`config.mk`:
```
export PLATFORM = sky130hd
export DESIGN_NAME = rxecrc
export DESIGN_NICKNAME = d
export VERILOG_FILES = /design/src/rtl/rxecrc.sv
export SDC_FILE = /design/constraint.sdc
export NUM_CORES = 1
export LEC_CHECK = 0
export BUFFER_PORTS_ARGS = -buffer_cell sky130_fd_sc_hd__buf_2
export CORE_ASPECT_RATIO = 0.6
export CORE_MARGIN = 4
export CORE_UTILIZATION = 60
export CTS_CLUSTER_DIAMETER = 80
export DETAILED_ROUTE_END_ITERATION = 8
export PLACE_DENSITY = 0.76
export SKIP_CTS_REPAIR_TIMING = 1
export SLEW_MARGIN = 20
export SYNTH_ARGS = -nofsm -noshare
export SYNTH_HDL_FRONTEND = slang
export SYNTH_SLANG_ARGS = --single-unit
```
`constraint.sdc`:
```
create_clock -name i_clk -period 3 [get_ports i_clk]
set_input_delay 0.6 -clock i_clk [delete_from_list [all_inputs] [get_ports i_clk]]
set_output_delay 0.6 -clock i_clk [all_outputs]
set_load 0.01 [all_outputs]
```
`src/rtl/rxecrc.sv`:
```
// rxecrc: receive-side Ethernet FCS check and strip.
// Folds every frame byte (FCS included) into a reflected CRC-32, holds the
// last four bytes in a delay line so the FCS never reaches the output, and
// flags CRC mismatches and runt frames at end of frame.
module rxecrc #(
    parameter int MIN_LEN = 64
) (
    input  logic       i_clk,
    input  logic       i_reset_n,
    input  logic       i_ce,
    input  logic       i_en,
    input  logic       i_v,
    input  logic [7:0] i_d,
    output logic       o_v,
    output logic [7:0] o_d,
    output logic       o_err
);

    localparam logic [31:0] CRC_INIT    = 32'hFFFF_FFFF;
    localparam logic [31:0] CRC_RESIDUE = 32'hDEBB_20E3;
    localparam logic [31:0] CRC_POLY    = 32'hEDB8_8320;
    localparam logic [31:0] MIN_LEN_U   = 32'(MIN_LEN);
    localparam logic [10:0] CNT_MAX     = 11'h7FF;
    localparam logic [2:0]  OCC_FULL    = 3'd4;

    // One byte of the reflected CRC-32, LSB first.
    function automatic logic [31:0] crc_byte(input logic [31:0] c, input logic [7:0] d);
        logic [31:0] r;
        r = c ^ {24'd0, d};
        for (int k = 0; k < 8; k++) begin
            r = r[0] ? ((r >> 1) ^ CRC_POLY) : (r >> 1);
        end
        return r;
    endfunction

    logic        armed_q, armed_d;
    logic        frame_q, frame_d;   // an armed frame has accepted at least one byte
    logic [31:0] crc_q,   crc_d;
    logic [10:0] cnt_q,   cnt_d;
    logic [2:0]  occ_q,   occ_d;
    logic [7:0]  dl_q [0:3];         // [0] holds the oldest byte once full
    logic [7:0]  dl_d [0:3];
    logic        ov_q,    ov_d;
    logic [7:0]  od_q,    od_d;
    logic        err_q,   err_d;

    // Next-state logic: everything holds unless the byte strobe is high.
    always_comb begin
        armed_d = armed_q;
        frame_d = frame_q;
        crc_d   = crc_q;
        cnt_d   = cnt_q;
        occ_d   = occ_q;
        dl_d    = dl_q;
        ov_d    = ov_q;
        od_d    = od_q;
        err_d   = err_q;
        if (i_ce) begin
            if (!i_v) begin
                // Gap cycle: arms the receiver; if a frame was running this is its end.
                armed_d = 1'b1;
                ov_d    = 1'b0;
                if (frame_q) begin
                    err_d = i_en && ((crc_q != CRC_RESIDUE) ||
                                     ({21'd0, cnt_q} < MIN_LEN_U));
                end
                frame_d = 1'b0;
                crc_d   = CRC_INIT;
                cnt_d   = 11'd0;
                occ_d   = 3'd0;
            end else if (armed_q) begin
                frame_d = 1'b1;
                err_d   = 1'b0;
                crc_d   = crc_byte(crc_q, i_d);
                if (cnt_q != CNT_MAX) begin
                    cnt_d = cnt_q + 11'd1;
                end
                // Only once four bytes are buffered is the oldest known not to be FCS.
                ov_d = (occ_q == OCC_FULL);
                if (occ_q == OCC_FULL) begin
                    od_d = dl_q[0];
                end else begin
                    occ_d = occ_q + 3'd1;
                end
                dl_d[0] = dl_q[1];
                dl_d[1] = dl_q[2];
                dl_d[2] = dl_q[3];
                dl_d[3] = i_d;
            end else begin
                // Unarmed bytes (frame caught mid-way after reset) are dropped.
                ov_d = 1'b0;
            end
        end
    end

    // Control state and registered outputs, cleared asynchronously.
    always_ff @(posedge i_clk or negedge i_reset_n) begin
        if (!i_reset_n) begin
            armed_q <= 1'b0;
            frame_q <= 1'b0;
            crc_q   <= CRC_INIT;
            cnt_q   <= 11'd0;
            occ_q   <= 3'd0;
            ov_q    <= 1'b0;
            od_q    <= 8'd0;
            err_q   <= 1'b0;
        end else begin
            armed_q <= armed_d;
            frame_q <= frame_d;
            crc_q   <= crc_d;
            cnt_q   <= cnt_d;
            occ_q   <= occ_d;
            ov_q    <= ov_d;
            od_q    <= od_d;
            err_q   <= err_d;
        end
    end

    // Delay-line storage; occupancy tracks which entries are meaningful.
    always_ff @(posedge i_clk) begin
        for (int k = 0; k < 4; k++) begin
            dl_q[k] <= dl_d[k];
        end
    end

    assign o_v   = ov_q;
    assign o_d   = od_q;
    assign o_err = err_q;

endmodule

```
Yosys cells after proc, flatten, opt, wreduce, memory -nomap -nowiden
Cells that the tools add are included.
{"block": "totals", "regBits": 90, "in_bits": 13, "output_inout_bits": 10, "elab_cells": 64}
{"block": "op_classes", "addsub": 2, "n_lt_le_gt_ge": 1, "eq_ne": 6, "muxes": 23, "bitwise": 10, "reduce_logical": 10}
{"op": "32-bit two-way mux", "count": 10}
{"op": "13-bit NOT with 14-bit output", "count": 8}
{"op": "11-bit two-way mux", "count": 3}
{"op": "32-bit != test (second input constant)", "count": 1}
{"op": "32-bit by 8-bit bitwise XOR with 32-bit output", "count": 1}
{"op": "3-bit AND reduction", "count": 4}
{"op": "11-bit by 1-bit adder with 11-bit output (second input constant)", "count": 1}
{"op": "11-bit by 7-bit < comparator with 1-bit output (second input constant)", "count": 1}
{"op": "11-bit != test (second input constant)", "count": 1}
{"op": "3-bit two-way mux", "count": 3}
{"op": "1-bit two-way mux", "count": 7}
{"op": "2-bit by 1-bit != test with 1-bit output (second input constant)", "count": 2}
{"op": "2-bit AND reduction", "count": 2}
{"op": "4-bit AND reduction", "count": 1}
{"op": "3-bit by 1-bit adder with 3-bit output (second input constant)", "count": 1}
{"op": "3-bit equality test (second input constant)", "count": 1}
{"op": "2-bit != test (second input constant)", "count": 1}
{"op": "2-bit nonzero test", "count": 1}
{"op": "1-bit logical AND", "count": 1}
{"op": "1-bit logical OR", "count": 1}
{"op": "1-bit NOT", "count": 1}

Logic depth before layout (Yosys ltp)
{"block": "logic_depth", "word_depth": 19, "ltp_mapped": 6, "mapped_depth_nobuf": 6}

Worst setup path before layout
Ideal clock, no wire load.
{"block": "synth_timing", "path_type": "in2reg", "startpoint": "input i_v", "endpoint": "register dl_q[0] (netlist name) (enable)", "setup_time_ns": 0.409, "arrival_ns": 2.242, "required_time_ns": 2.591, "path_slack_ns": 0.349, "stages": 4, "path_buffers": 2, "path_cell_list": "clkbuf_1 -> nand2_1 -> inv_1 -> clkbuf_1"}
{"block": "synth_via", "elab_chain_cells": 1}
{"item": "from (decl)", "line_no": "12", "rtl": "input logic i_v,"}
{"item": "3-bit AND reduction (no source line)"}
{"item": "to (signal, indexed assignment)", "line_no": "122", "rtl": "dl_q[k] <= dl_d[k];"}
{"item": "to (decl)", "line_no": "41", "rtl": "logic [7:0] dl_q [0:3];"}
No other way between the ends.
A chain may end at the register's enable or synchronous reset.

Worst setup path in the final report
{"block": "layout_timing", "startpoint": "register crc_q[16]", "endpoint": "register err_q, in the netlist o_err"}
{"block": "layout_via", "elab_chain_cells": 5}
{"item": "from (decl)", "line_no": "38", "rtl": "logic [31:0] crc_q, crc_d;"}
{"item": "from (signal assigned)", "line_no": "110", "rtl": "crc_q <= crc_d;"}
{"item": "32-bit != test", "line_no": "64", "rtl": "err_d = i_en && ((crc_q != CRC_RESIDUE) ||"}
{"item": "1-bit logical OR", "line_no": "64"}
{"item": "1-bit logical AND", "line_no": "64"}
{"item": "1-bit two-way mux", "line_no": "63", "rtl": "if (frame_q) begin"}
{"item": "1-bit two-way mux", "line_no": "59", "rtl": "if (!i_v) begin"}
{"item": "to (signal assigned)", "line_no": "115", "rtl": "err_q <= err_d;"}
{"item": "to (decl)", "line_no": "45", "rtl": "logic err_q, err_d;"}
No other way between the ends. The select of a mux whose other input is x is not followed.

==> results.md <==
Die:
- Row generation in the floorplan step produced 23 rows.
- The full die area is 8430 sq um.
- From bottom edge to top edge, the die measures 72.7 microns.
- The die is approximately 120 microns wide.
- The total core area is 6730 sq um.
- Once the floorplan was initialized, standard cells occupied 62.2% of the core.
- 23 I/O pins were placed.

Cells and area:
- After filler insertion, the fill cell instance count of the layout stands at between 400 and 500.
- The fraction of layout instances using a drive strength above 1 is 28.4%.
- In the layout the commonest cells are sky130_fd_sc_hd__xnor2_1 (44), sky130_fd_sc_hd__dfstp_2 (32), sky130_fd_sc_hd__edfxtp_1 (32).
- The finished cells cover 4760 sq um.
- In the final layout, flip-flops and latches occupy 2450 sq um.
- Leaving out fill and tap cells, the most frequent cell in the layout is sky130_fd_sc_hd__xnor2_1.
- The multi-input combinational cells in the finished layout cover a total of 1690 sq um.
- The post-synthesis to final-layout area growth is 13.5%.
- The number of antenna diodes in the final layout is 0.
- The number of nets in the layout is 370.

Yosys:
- The count of warnings emitted by yosys is 0.
- Counting distinct cell types in the post-synthesis netlist gives 45.
- The synthesized netlist occupies a cell area of 4190 sq um.
- Among all flip-flop cells after synthesis, the most frequent one is sky130_fd_sc_hd__edfxtp_1.
- The part of the Yosys area used for sequential elements is 58.5%.
- For this run, asynchronously set or reset flops after synthesis account for 64.4%.
- The number of standard cells after synthesis is 322.
- The number of synthesized flops with an enable pin is 32.
- The mean instance size in the synthesized netlist is 13.0 sq um.
- The synthesized netlist net count is approximately 340.
- The synthesized design contains 90 register bits.

Run:
- The count of maximum capacitance violations is 0.

Timing:
- The count of final hold-check violations came to 0.
- The final setup violation count is 0.
- Setup repair after global routing left no endpoint under its margin.
- The minimum period implied by the final worst setup slack is 2.12 ns.
- The worst-case clock skew is between 0.007 and 0.008 ns.
- Adding up every negative setup slack in the final design gives 0 ns.
- The number of slew-limit violations in the final report was 0.
- The relative max-transition margin is 43.1%.
- The post-route clock period utilization is approximately 71%.
- Hold is met by 0.281 ns.
- The post-layout worst setup margin is ~0.88 ns.
- For the pin with the worst max-slew slack, the measured transition is 0.852 ns.
- For this run, the top clock speed supported by timing is approximately 470 MHz.

Clocking:
- The number of clock buffers added by TritonCTS is 9.
- The H-tree was split into 3 levels.
- In this run the deepest clock path goes through 2 buffers.
- The clock latency reported for the late side of the worst-skew pair is ~0.34 ns.
- TritonCTS built the clock tree.
- The CTS sink count is 90.
- The clock tree root buffer cell is sky130_fd_sc_hd__clkbuf_16.
- The clock input transition at the sequential cells of the worst setup and hold paths is 0.06 ns.

Routing:
- The routed wire length is a little over 8000 microns.
- In the routed design, unresolved DRC markers number 0.
- The pre-antenna-repair detailed-routing pass consisted of 5 iterations.
- The detailed router placed 2619 vias in this run.
- Using the TritonRoute via totals, the vias-per-cell ratio works out to 5.87.
- The detailed-route wire length per cell is 18.4 microns.
- The number of violations reported at the end of detailed-routing iteration 0 is 239.
- The count of nets left with antenna violations after detail routing is 0.

GRT:
- The global-route wire length before repair is 13500 microns.
- The largest net degree at the start of global routing is 52.
- Global routing used 21.9% of the available tracks.
- The number of antenna violations at the first check in global routing was 0.
- The number of global-route vias before repair is 2531.
- After global routing the overflow that remains totals 0.

Worst setup path:
- In this run the critical register-to-register path is launched from crc_q[16].
- The critical path starts at crc_q[16].
- At the worst endpoint, the required time is 3.23 ns.
- The worst setup path is launched from a register.
- The category of the critical setup timing path is register to register.
- STA puts the critical path data arrival time at about 2.4 ns.
- Along the worst path, the maximum fanout reaches 3.
- The critical path endpoint category is a register.

Place:
- The HPWL after detailed placement is 5730 microns.
- Input and output buffers added on the ports amount to 22.
- The last weighted congestion value of the routability-driven placer is 0.921.
- The post-placement setup slack is 0.793 ns.
- The placed instances occupy a cell area of ~4500 sq um.

Pwr:
- The fraction of power consumed by combinational cells is between 40% and 50%.
- The total internal power is 3.46 mW.
- Across the VDD grid, the largest voltage drop is 0.000650 V.
- The analysis attributes to cell leakage a power of ~1.8 nW.
- Of the total power, the share spent switching nets is roughly a third.
- The total power of the final layout is 5.28 mW.
- The share of total power in the clock network is 21.4%.
- The share of total power dissipated in sequential elements is 36.1%.
- In this run the power spent charging and discharging nets is 1.82 mW.
- The power per standard cell area is 1110 nW/um^2.

Run status:
- The flow ran to the end, and the final reports show no timing, DRC or antenna violations.

Worst hold path:
- The worst min-delay path category is input pin to asynchronous set/reset pin.
[flip-flops by register name, summed over array words and instances (netlist names)]
signal   flops
o_err        1
o_d          8
o_v          1
dl_q        32
crc_q       32
armed_q      1
cnt_q       11
occ_q        3
frame_q      1
[through the flow]
stage | cells | utilization [%]
after floorplan | 322 | -
after global placement | 430 | 66.1
after detailed placement | 430 | 66.1
after CTS | 446 | 70.6
after global routing | 446 | 70.6
final | 446 | 70.6
[synth_stat cells (9+ instances only)]
cell                       number  area (sq um)
sky130_fd_sc_hd__dfstp_2       32           841
sky130_fd_sc_hd__edfxtp_1      32           961
sky130_fd_sc_hd__o22a_1        12           105
sky130_fd_sc_hd__nor2_1        31           116
sky130_fd_sc_hd__a21oi_1       25           125
sky130_fd_sc_hd__nand3_1        9          45.0
sky130_fd_sc_hd__dfrtp_1       26           651
sky130_fd_sc_hd__xnor2_1       44           385
sky130_fd_sc_hd__xor2_1        17           149
[final cells by class]
type	count	share of cell area, %
clock buffers	11	5.34
repair buffers	30	3.84
flip-flops and latches	90	51.6
well taps	87	2.29
clock inverters	5	1.08
multi-input cells	217	35.4
inverters	6	0.473
[worst paths after layout]
kind | end | slack (ns) | depth (start not counted)
max | o_err | 0.88 | 5
min | frame_q | 0.28 | 1
max reg2reg | o_err | 0.88 | 5
min reg2reg | dl_q[25] | 0.42 | 0
max in group asynchronous | crc_q[25] | 1.96 | 2
min in group i_clk | dl_q[25] | 0.42 | 0
[metal layers]
metal	wire [microns]	track usage [%]
met5	0	0
met1	3890	33.2
met2	3530	30.2
met3	672	6.96
met4	112	6.69
[power by group through the flow]
stage | sequential [mW] | combinational, mW | clock, mW
2_1_floorplan | 1.86 | 1.77 | 0
3_3_place_gp | 1.91 | 2.20 | 0
3_5_place_dp | 1.92 | 2.20 | 0
4_1_cts | 1.90 | 2.24 | 1.16
5_1_grt | 1.93 | 2.43 | 1.22
6_report | 1.90 | 2.25 | 1.13
[kinds of logic after synthesis]
kind of cell    count (synthesis)  share of synthesized area, %
compound gates                 51                          7.82
buf+inv                        15                          1.37
simple gates                   80                          9.82
flops                          90                          58.5
mux                             8                          2.15
xor+xnor                       75                          19.4
fa+ha+maj                       3                         0.896
[worst max-delay path: stages, from the launching register on]
cell and delay, ns:
sky130_fd_sc_hd__dfstp_2 0.56, sky130_fd_sc_hd__or4b_2 0.58, sky130_fd_sc_hd__nor4_1 0.45, sky130_fd_sc_hd__o211ai_1 0.22, sky130_fd_sc_hd__nand3b_1 0.12, sky130_fd_sc_hd__o21ai_0 0.07
(Power assumes the default switching activity.)
